**src/rtl/mix_columns_iter.sv**
```systemverilog
`default_nettype none
// +--------------------------------------------------------------------------+
// | mix_columns_iter: iterative AES (Inv)MixColumns, COLS_PER_CYCLE cols/clk |
// | Define MIXCOL_INV_EN to build in the inverse network. Rev 1.0            |
// +--------------------------------------------------------------------------+
module mix_columns_iter #(
  parameter int COLS_PER_CYCLE = 4
) (
  input  logic         clk,
  input  logic         rst_n,
  input  logic         in_valid,
  output logic         in_ready,
  input  logic [127:0] state_in,
  input  logic         inv_in,
  output logic         out_valid,
  input  logic         out_ready,
  output logic [127:0] state_out
);

  localparam int BUSY_CYCLES = 4 / COLS_PER_CYCLE;
  localparam logic [1:0] c_STEP = 2'(COLS_PER_CYCLE);
  localparam logic [1:0] c_LAST = 2'((BUSY_CYCLES - 1) * COLS_PER_CYCLE);

  if (COLS_PER_CYCLE != 1 && COLS_PER_CYCLE != 2 && COLS_PER_CYCLE != 4) begin : g_bad_cfg
    $error("mix_columns_iter: COLS_PER_CYCLE must be 1, 2 or 4");
  end

  typedef enum logic [1:0] {
    S_IDLE = 2'd0,
    S_BUSY = 2'd1,
    S_DONE = 2'd2
  } state_t;

  state_t       r_state;
  state_t       w_state_nxt;
  logic [127:0] r_work;
  logic [127:0] w_work_nxt;
  logic [1:0]   r_col_idx;
  logic         w_accept;
  logic         w_last;

  function automatic logic [7:0] xt(input logic [7:0] x);
    return {x[6:0], 1'b0} ^ (8'h1B & {8{x[7]}});
  endfunction

  function automatic logic [31:0] get_col(input logic [127:0] s, input logic [1:0] i);
    logic [31:0] col;
    case (i)
      2'd0:    col = s[127:96];
      2'd1:    col = s[95:64];
      2'd2:    col = s[63:32];
      default: col = s[31:0];
    endcase
    return col;
  endfunction

  function automatic logic [31:0] mix_fwd(input logic [31:0] col);
    logic [7:0]  a [4];
    logic [31:0] res;
    for (int r = 0; r < 4; r++) a[r] = col[31-8*r -: 8];
    res = '0;
    for (int r = 0; r < 4; r++) begin
      res[31-8*r -: 8] = xt(a[r]) ^ xt(a[(r+1)%4]) ^ a[(r+1)%4] ^ a[(r+2)%4] ^ a[(r+3)%4];
    end
    return res;
  endfunction

`ifdef MIXCOL_INV_EN
  logic r_inv;

  // 9/B/D/E built from the x2, x4, x8 doublings of each byte.
  function automatic logic [31:0] mix_inv(input logic [31:0] col);
    logic [7:0]  a  [4];
    logic [7:0]  m9 [4];
    logic [7:0]  mb [4];
    logic [7:0]  md [4];
    logic [7:0]  me [4];
    logic [7:0]  x2, x4, x8;
    logic [31:0] res;
    for (int r = 0; r < 4; r++) begin
      a[r]  = col[31-8*r -: 8];
      x2    = xt(a[r]);
      x4    = xt(x2);
      x8    = xt(x4);
      m9[r] = x8 ^ a[r];
      mb[r] = x8 ^ x2 ^ a[r];
      md[r] = x8 ^ x4 ^ a[r];
      me[r] = x8 ^ x4 ^ x2;
    end
    res = '0;
    for (int r = 0; r < 4; r++) begin
      res[31-8*r -: 8] = me[r] ^ mb[(r+1)%4] ^ md[(r+2)%4] ^ m9[(r+3)%4];
    end
    return res;
  endfunction
`else
  logic w_unused_inv;
  assign w_unused_inv = inv_in;
`endif

  logic [1:0]  w_lane_idx [COLS_PER_CYCLE];
  logic [31:0] w_lane_in  [COLS_PER_CYCLE];
  logic [31:0] w_lane_out [COLS_PER_CYCLE];

  for (genvar j = 0; j < COLS_PER_CYCLE; j++) begin : g_lane
    assign w_lane_idx[j] = r_col_idx + 2'(j);
    assign w_lane_in[j]  = get_col(r_work, w_lane_idx[j]);
`ifdef MIXCOL_INV_EN
    assign w_lane_out[j] = r_inv ? mix_inv(w_lane_in[j]) : mix_fwd(w_lane_in[j]);
`else
    assign w_lane_out[j] = mix_fwd(w_lane_in[j]);
`endif
  end

  always_comb begin
    w_work_nxt = r_work;
    for (int c = 0; c < 4; c++) begin
      for (int j = 0; j < COLS_PER_CYCLE; j++) begin
        if (w_lane_idx[j] == 2'(c)) w_work_nxt[127-32*c -: 32] = w_lane_out[j];
      end
    end
  end

  assign w_last   = (r_col_idx == c_LAST);
  assign w_accept = in_valid & in_ready;

  always_ff @(posedge clk or negedge rst_n) begin
    if (!rst_n) r_state <= S_IDLE;
    else        r_state <= w_state_nxt;
  end

  // in_ready must never look at in_valid, so it is decoded from state and out_ready only.
  always_comb begin
    w_state_nxt = r_state;
    in_ready    = 1'b0;
    out_valid   = 1'b0;
    case (r_state)
      S_IDLE: begin
        in_ready = 1'b1;
        if (in_valid) w_state_nxt = S_BUSY;
      end
      S_BUSY: begin
        if (w_last) w_state_nxt = S_DONE;
      end
      S_DONE: begin
        out_valid = 1'b1;
        if (out_ready) begin
          in_ready    = 1'b1;
          w_state_nxt = in_valid ? S_BUSY : S_IDLE;
        end
      end
      default: w_state_nxt = S_IDLE;
    endcase
  end

  always_ff @(posedge clk or negedge rst_n) begin
    if (!rst_n) begin
      r_work    <= '0;
      r_col_idx <= '0;
`ifdef MIXCOL_INV_EN
      r_inv     <= 1'b0;
`endif
    end else if (w_accept) begin
      r_work    <= state_in;
      r_col_idx <= '0;
`ifdef MIXCOL_INV_EN
      r_inv     <= inv_in;
`endif
    end else if (r_state == S_BUSY) begin
      r_work    <= w_work_nxt;
      r_col_idx <= r_col_idx + c_STEP;
    end
  end

  assign state_out = r_work;

endmodule
`default_nettype wire

```
**config.mk**
```make
export PLATFORM = sky130hd
export DESIGN_NAME = mix_columns_iter
export DESIGN_NICKNAME = d
export VERILOG_FILES = /design/src/rtl/mix_columns_iter.sv
export SDC_FILE = /design/constraint.sdc
export NUM_CORES = 1
export LEC_CHECK = 0
export CORE_ASPECT_RATIO = 0.9
export CORE_MARGIN = 2
export CORE_UTILIZATION = 56
export DETAILED_ROUTE_END_ITERATION = 8
export GPL_TIMING_DRIVEN = 0
export PLACE_DENSITY = 0.94
export SLEW_MARGIN = 20
export SYNTH_ARGS = -nofsm -noshare
export SYNTH_HDL_FRONTEND = slang
export SYNTH_SLANG_ARGS = --single-unit
```
**constraint.sdc**
```tcl
create_clock -name clk -period 3.9 [get_ports clk]
set_input_delay 0.585 -clock clk [delete_from_list [all_inputs] [get_ports clk]]
set_output_delay 0.585 -clock clk [all_outputs]
set_load 0.01 [all_outputs]
```
==> impl_metrics.tcl, run 1 <==
set metrics [dict create \
    status "finished clean" \
    synth_top_family_by_area "XOR/XNOR gates" \
    fmax_mhz 273 \
    grt_pass1_vias 9488 \
    nFillCells 1255 \
    avgSynthCellArea_um2 13.0 \
    yosys.area_share.xor_xnor 0.453 \
    io_pins 263 \
    rows 49 \
    end_kind "primary output" \
    grt_overflow_total 0 \
    power_density_nw_per_um2 1260 \
    cts_buffers 17 \
    min_period_over_period 0.940 \
    clkLatencyLatePin_ps 430 \
    r2r-start "r_state[0]$_DFFE_PN0P_" \
    syn_inst 859 \
    rr_endpoint "state_out[3]$_DFFE_PN0P_" \
    drv_cap 0 \
    synthAdderAreaFrac 0 \
    p_total_uw 18500 \
    path_clk_slew_ps 60 \
    setup_viol 0 \
    skew_ps 8.98 \
    muxShareOfSynthArea 0 \
    antenna_found_initial 0 \
    port_buffers 261 \
    cp.arrival_ps 3080 \
    die_x_um 153 \
    worst_pin_slew_ps 780 \
    dp.cells 1376 \
    final_cell_mix "260 x clkdlybuf4s50_1, 155 x xnor3_1, 130 x dfrtp_1, 102 x and3_1, 101 x a221o_1" \
    ys_ff_latch 130 \
    postCtsHoldBufs 0 \
    slowest_stage "clkdlybuf4s50_1" \
    p_leak_uw 0.00734 \
    cts_tree "built" \
    clock_sinks 130 \
    maxSlewHeadroom 0.480 \
    drive_gt1_frac 0.0503 \
    finalNonFillerCells 1408 \
    rsz0062_at_grt "false" \
    grt_pass1_wl_um 55400 \
    layout_commonest_cell "clkdlybuf4s50_1" \
    root_buffer "clkbuf_16" \
    cp_max_fo 10 \
    n_antenna_cell 0 \
    grt_max_degree 71 \
    hold_viol 0 \
    track_usage 0.345 \
    r2r_cells 6 \
    initial_utilization 0.566 \
    dieHeight_um 138 \
    cts_buffer_depth 2 \
    worst-path-buf-inv 5 \
    vias_per_cell 6.49 \
    dp_hpwl_um 26200 \
    num_vias 9133 \
    peakVddDrop_v 0.000687 \
    setup-tns-final_ps 0 \
    syn2layout_area_growth_pct 31.5 \
    nNetsFinal 1273 \
    timing.hold.ws_ps 88.3 \
    crit_path_start_kind "primary input" \
    slowest_delay_ps 560 \
    die-area_um2 21100 \
    drt-initial-drc-count 1004 \
    cts_max_level 4 \
    drv_slew 0 \
    yosysWarnings 0 \
    synth_compound_area_frac 0.148 \
    synth-simple-area-share 0.0644 \
    postSynthNetCount 992 \
    routed_wirelength_um 37100 \
    drc 0 \
    ys_seq_area_frac 0.290 \
    cp.required_ps 3310 \
    fin_util 0.744 \
    fin_crit_ps 3670 \
    wl_per_cell_um 26.4 \
    syn_area_um2 11200 \
    core_area_um2 19800 \
    ant_nets 0 \
    critPathTopFamily "buffers and inverters" \
    synth.distinct_cells 25 \
    firstDrtPassIters 6 \
    ff2ff_setup_slack_ps 1540 \
    min-delay-path-class "in2async" \
    place_congestion 0.902 \
    crit_chain "clkdlybuf4s50_1 > clkbuf_2 > nand2b_1 > clkbuf_1 > clkbuf_2 > and2_1 > clkdlybuf4s50_1" \
    path_class "in2out" \
]
[synthesized netlist by cell type, drive strengths merged]
library cell / count / area (um2)
xor2: 54 / 473
o2111ai: 18 / 158
o22ai: 1 / 6.26
nand2: 1 / 3.75
a21o: 18 / 135
nand2b: 1 / 6.26
and3: 102 / 638
xnor2: 69 / 702
buf: 16 / 71.3
o221ai: 26 / 228
nor2: 2 / 7.51
and2: 2 / 12.5
xor3: 17 / 404
a221o: 102 / 1020
nor2b: 2 / 12.5
nand3: 8 / 40.0
o21ai: 19 / 95.1
o22a: 1 / 8.76
clkbuf: 87 / 327
dfrtp: 130 / 3250
inv: 28 / 105
xnor3: 155 / 3490
[how the worst max path moves through the flow]
stage / start / to / cells past startpoint
floorplan: out_ready / in_ready / 5
global placement: rst_n / state_out[67]$_DFFE_PN0P_ / 1
detailed placement: out_ready / in_ready / 7
CTS: out_ready / in_ready / 7
global route: out_ready / in_ready / 7
finish: out_ready / in_ready / 7
[stage by stage]
step | setup WS, ps | instance area, um2
floorplan | 1590 | 11200
global placement | -3180 | 14100
detailed placement | -154 | 14200
CTS | 81.3 | 14700
global route | 93.1 | 14700
finish | 234 | 14700
[worst register-to-register path, delay by kind of cell, from the launching register on]
family	cells	cell delay, ps
compound gates	1	120
buf+inv	3	1410
simple gates	2	380
flops	1	350
[state kept, by name, indices dropped and copies added, names as in the netlist]
register   flops
r_state        2
state_out    128
[kinds of logic (layout without fill, tap and decap cells)]
| group | Yosys count | after routing |
|---|---|---|
| buf+inv | 131 | 425 |
| flops | 130 | 130 |
| compound gates | 185 | 185 |
| simple gates | 118 | 118 |
| xor+xnor | 295 | 295 |
[metal layers]
metal,up-vias,share of wire,global-route usage
met5,-,0,0
met3,107,0.097,0.0793
li1,3821,-,-
met1,4577,0.39,0.459
met4,0,0.030,0.125
met2,628,0.49,0.561
[where the power goes]
group / internal [uW] / switching [uW]
Combinational: 8720 / 5040
Sequential: 2030 / 1160
Clock: 937 / 656
[what timing repair did]
item	CTS	global route
cloned	0	0
resized for setup	1	2
setup buffers	0	0
setup endpoints to repair	1	1
[cell type report]
class                      count  area (um2)  area share
multi-input combinational    598        7440       0.505
sequential                   130        3250       0.221
timing repair buffer         262        2650       0.180
clock buffer                  22         484      0.0329
buffer                       103         400      0.0272
tap                          255         319      0.0217
inverter                      28         105     0.00713
clock inverter                10        82.6     0.00561
Note: power is estimated with default switching activity, not from simulation.
==> run 2, diff against run 1 <==
- SETUP_SLACK_MARGIN: not set -> 0.15
==> run 2 against run 1 <==
Count of clock-buffer cells in the layout did not move. Final cell count did not move. First-iteration DRC count did not move. Clock skew barely moved. Core utilization barely moved. Worst setup slack improved by 190 ps. Combinational power barely moved. Clock power barely moved. Critical path type unchanged. Critical endpoint unchanged.
==> impl_metrics.tcl, run 2 (synthesis gave the netlist of run 1 again) <==
set metrics [dict create \
    status "finished clean" \
    path_clk_slew_ps 60 \
    pwr-share-seq 0.172 \
    crit_path_start_kind "primary input" \
    hold_viol 0 \
    cts_max_level 4 \
    min_period_over_period 0.891 \
    setup_viol 0 \
    fmax_mhz 288 \
    grt_max_degree 71 \
    clkLatencyLatePin_ps 430 \
    clock_sinks 130 \
    io_pins 263 \
    peakVddDrop_v 0.000687 \
    postCtsHoldBufs 0 \
    drt-initial-drc-count 1004 \
    drc 0 \
    pre_cts_ws_ps -154 \
    cts_buffers 17 \
    vias_per_cell 6.50 \
    place_congestion 0.902 \
    end_kind "primary output" \
    timing.hold.ws_ps 88.0 \
    wl_met2_um 18100 \
    switchingPower_uw 6860 \
    min-delay-path-class "in2async" \
    dieHeight_um 138 \
    p_leak_uw 0.00734 \
    routed.top_layer "met4" \
    layout_commonest_cell "clkdlybuf4s50_1" \
    skew_ps 9.30 \
    ant_nets 0 \
    cp.arrival_ps 2890 \
    m1WireLength_um 14300 \
    sw_frac_of_total 0.370 \
    fin_ws_ps 426 \
    dp_hpwl_um 26200 \
    nNetsFinal 1273 \
    initial_utilization 0.566 \
    nFillCells 1255 \
    p_int_uw 11700 \
    rsz0062_at_grt "false" \
    rows 49 \
    maxSlewHeadroom 0.473 \
    num_vias 9150 \
    firstDrtPassIters 7 \
    wl_per_cell_um 26.4 \
    final_cell_mix "260 x clkdlybuf4s50_1, 155 x xnor3_1, 130 x dfrtp_1, 102 x and3_1, 101 x a221o_1" \
    cp_max_fo 10 \
    fin_crit_ps 3470 \
    grt_overflow_total 0 \
    cp.required_ps 3310 \
    p_clk_frac 0.086 \
    die_x_um 153 \
    die-area_um2 21100 \
    drv_slew 0 \
    track_usage 0.345 \
    core_area_um2 19800 \
    antenna_found_initial 0 \
    drive_gt1_frac 0.0512 \
    worst_pin_slew_ps 790 \
    routed_wirelength_um 37100 \
    path_class "in2out" \
    largest_reg_flops 128 \
    root_buffer "clkbuf_16" \
    grt_pass1_vias 9488 \
    cts_buffer_depth 2 \
    syn2layout_area_growth_pct 31.6 \
    p_comb_frac 0.742 \
    n_antenna_cell 0 \
    drv_cap 0 \
    met3_length_um 3620 \
    port_buffers 261 \
    power_density_nw_per_um2 1260 \
    grt_pass1_wl_um 55400 \
    cts_tree "built" \
]
run 2: changes by cell type in the layout (fill, tap and decap cells not counted):
cell / change
clkbuf_1: -1
clkbuf_2: +1
run 2: power by group through the flow:
stage,clock (uW),sequential (uW),combinational [uW]
finish,1590,3190,13800
global route,1640,3260,14400
CTS,1590,3150,13700
detailed placement,0,3160,13500
global placement,0,3110,13000
floorplan,0,3160,10000
run 2: final cells by class:
type	count	area [um2]	share of cell area
Clock buffer	22	484	0.0329
Timing Repair Buffer	262	2650	0.180
Inverter	28	105	0.00713
Multi-Input combinational cell	598	7440	0.505
Sequential cell	130	3250	0.221
Tap cell	255	319	0.0217
Clock inverter	10	82.6	0.00560
Buffer	103	402	0.0273
run 2: path summary, 6_finish.rpt:
kind / end / cells past startpoint / startpoint / slack (ps)
min in group clk: state_out[109]$_DFFE_PN0P_ / 1 / state_out[109]$_DFFE_PN0P_ / 630
setup / recovery: in_ready / 7 / out_ready / 430
hold reg to reg: state_out[109]$_DFFE_PN0P_ / 1 / state_out[109]$_DFFE_PN0P_ / 630
max in group asynchronous: state_out[69]$_DFFE_PN0P_ / 2 / rst_n / 3050
setup reg to reg: state_out[3]$_DFFE_PN0P_ / 6 / r_state[0]$_DFFE_PN0P_ / 1530
hold / removal: state_out[19]$_DFFE_PN0P_ / 1 / rst_n / 90
run 2: repair_timing:
item / in CTS / in global routing
setup buffers: 0 / 0
resized for setup: 2 / 2
setup endpoints to repair: 1 / 1
run 2: routing by layer:
metal / global-route usage / up-vias
met3: 0.0793 / 105
met4: 0.125 / 0
met5: 0 / -
met2: 0.561 / 631
li1: - / 3820
met1: 0.459 / 4594
run 2: metrics by stage:
| step | util | area, um2 | power (uW) | TNS, ps | cells |
|---|---|---|---|---|---|
| 4_1_cts | 0.744 | 14700 | 18400 | 0 | 1408 |
| 2_1_floorplan | - | 11200 | 13200 | 0 | 859 |
| 3_3_place_gp | 0.714 | 14100 | 16100 | -412380 | 1375 |
| 6_report | 0.744 | 14700 | 18600 | 0 | 1408 |
| 5_1_grt | 0.744 | 14700 | 19300 | 0 | 1408 |
| 3_5_place_dp | 0.715 | 14200 | 16700 | -154 | 1376 |
run 2: worst max-delay path: stages:
cell             delay [ps]
clkdlybuf4s50_1         460
clkbuf_2                250
nand2b_1                210
clkbuf_2                280
clkbuf_2                360
and2_1                  170
clkdlybuf4s50_1         560
==> run 3, diff against run 2 <==
- PLACE_DENSITY: 0.94 -> 0.89
- REMOVE_ABC_BUFFERS: not set -> 1
==> run 3 against run 2 <==
First-iteration DRC count fell by 40%. Critical path depth fell by 3. Hold slack got worse by 21 ps. Final area barely moved. Total power fell by 0.85%. Critical path type unchanged. Critical endpoint unchanged. Highest routed layer unchanged.
==> impl_metrics.tcl, run 3 (synthesis gave the netlist of run 1 again) <==
set metrics [dict create \
    status "finished clean" \
    rsz0062_at_grt "false" \
    multi_input_comb_area_um2 7480 \
    worst_pin_slew_ps 1100 \
    grt_pass1_wl_um 50000 \
    syn2layout_area_growth_pct 31.6 \
    crit_path_start_kind "primary input" \
    pwr-share-seq 0.193 \
    cts_setup_buffers 0 \
    cts_buffers 17 \
    hold_viol 0 \
    switchingPower_uw 6480 \
    cts_max_level 4 \
    cp.required_ps 3310 \
    track_usage 0.300 \
    largest_reg_flops 128 \
    port_buffers 261 \
    rows 49 \
    die-area_um2 21100 \
    path_class "in2out" \
    pre_cts_ws_ps -34.0 \
    peakVddDrop_v 0.000651 \
    nNetsFinal 1181 \
    root_buffer "clkbuf_16" \
    layout_commonest_cell "clkdlybuf4s50_1" \
    dp_hpwl_um 21500 \
    n_antenna_cell 0 \
    postCtsHoldBufs 0 \
    firstDrtPassIters 5 \
    initial_utilization 0.566 \
    clkLatencyLatePin_ps 420 \
    p_total_uw 18400 \
    cts-resized-gates 0 \
    clock_sinks 130 \
    num_vias 8333 \
    placed_area_um2 14100 \
    drive_gt1_frac 0.0622 \
    cp_max_fo 48 \
    end_kind "primary output" \
    power_density_nw_per_um2 1250 \
    cts_buffer_depth 2 \
    ff2ff_setup_slack_ps 720 \
    fmax_mhz 274 \
    nFillCells 1218 \
    setup_viol 0 \
    sw_frac_of_total 0.352 \
    drt-initial-drc-count 604 \
    final_cell_mix "259 x clkdlybuf4s50_1, 155 x xnor3_1, 130 x dfrtp_1, 102 x and3_1, 101 x a221o_1" \
    io_pins 263 \
    dieHeight_um 138 \
    p_clk_frac 0.102 \
    drc 0 \
    grt_pass1_vias 8761 \
    place_congestion 0.828 \
    p_leak_uw 0.00737 \
    die_x_um 153 \
    drv_slew 0 \
    fin_crit_ps 3640 \
    cts_tree "built" \
    cp.arrival_ps 3060 \
    dp.cells 1284 \
    maxSlewHeadroom 0.264 \
    core_area_um2 19800 \
    min_period_over_period 0.934 \
    finalNonFillerCells 1316 \
    vias_per_cell 6.33 \
    grt_max_degree 79 \
    regArea_um2 3250 \
    min-delay-path-class "in2async" \
    path_clk_slew_ps 60 \
    antenna_found_initial 0 \
    wl_per_cell_um 24.0 \
    drv_cap 0 \
    ant_nets 0 \
    grt_overflow_total 0 \
    skew_ps 12.6 \
    fin_ws_ps 256 \
    p_int_uw 11900 \
    fin_area_um2 14700 \
    routed_wirelength_um 31500 \
    p_comb_frac 0.705 \
    setup-tns-final_ps 0 \
]
-- run 3: cell types whose count changed in the layout (fill, tap and decap cells not counted), moves of 4 or more --
| cell | delta |
|---|---|
| clkinv_4 | +4 |
| clkinv_2 | -4 |
| buf_2 | -8 |
| bufinv_16 | +5 |
| buf_1 | -7 |
| buf_16 | +7 |
| clkbuf_1 | -84 |
-- run 3: cell type report --
type / count / share of cell area
clock buffers: 19 / 0.0300
clock inverters: 13 / 0.0158
inverters: 28 / 0.00713
multi-input cells: 598 / 0.508
flip-flops and latches: 130 / 0.221
well taps: 255 / 0.0216
repair buffers: 273 / 0.197
-- run 3: final timing paths --
check                                            from  cells past startpoint                         end
setup / recovery                            out_ready                      4                    in_ready
hold / removal                                  rst_n                      1  state_out[100]$_DFFE_PN0P_
setup reg to reg               r_state[0]$_DFFE_PN0P_                      4  state_out[110]$_DFFE_PN0P_
hold reg to reg            state_out[105]$_DFFE_PN0P_                      1  state_out[105]$_DFFE_PN0P_
max in group asynchronous                       rst_n                      2   state_out[21]$_DFFE_PN0P_
min in group clk           state_out[105]$_DFFE_PN0P_                      1  state_out[105]$_DFFE_PN0P_
-- run 3: metrics by stage --
step | hold WS, ps | util
4_1_cts | 90.7 | 0.744
3_3_place_gp | 591 | 0.693
5_1_grt | 88.0 | 0.745
2_1_floorplan | 289 | -
6_report | 66.5 | 0.745
3_5_place_dp | 534 | 0.710
-- run 3: power groups by stage --
stage	Sequential, uW	Combinational (uW)	Clock, uW
floorplan	3450	9600	0
global placement	3470	12300	0
detailed placement	3540	12800	0
CTS	3540	13000	1900
global route	3670	13700	1950
finish	3550	13000	1880
-- run 3: worst max-delay path: stages --
cell and delay [ps]:
clkdlybuf4s50_1 1070, nand2b_4 620, and2_1 200, clkdlybuf4s50_1 560
-- run 3: layer usage --
metal  vias to the layer above  track usage  share of wire
met1                      4206        0.413           0.40
met3                        52       0.0555          0.082
met5                         -            0              0
met2                       429        0.489           0.49
li1                       3646            -              -
met4                         0       0.0941          0.023
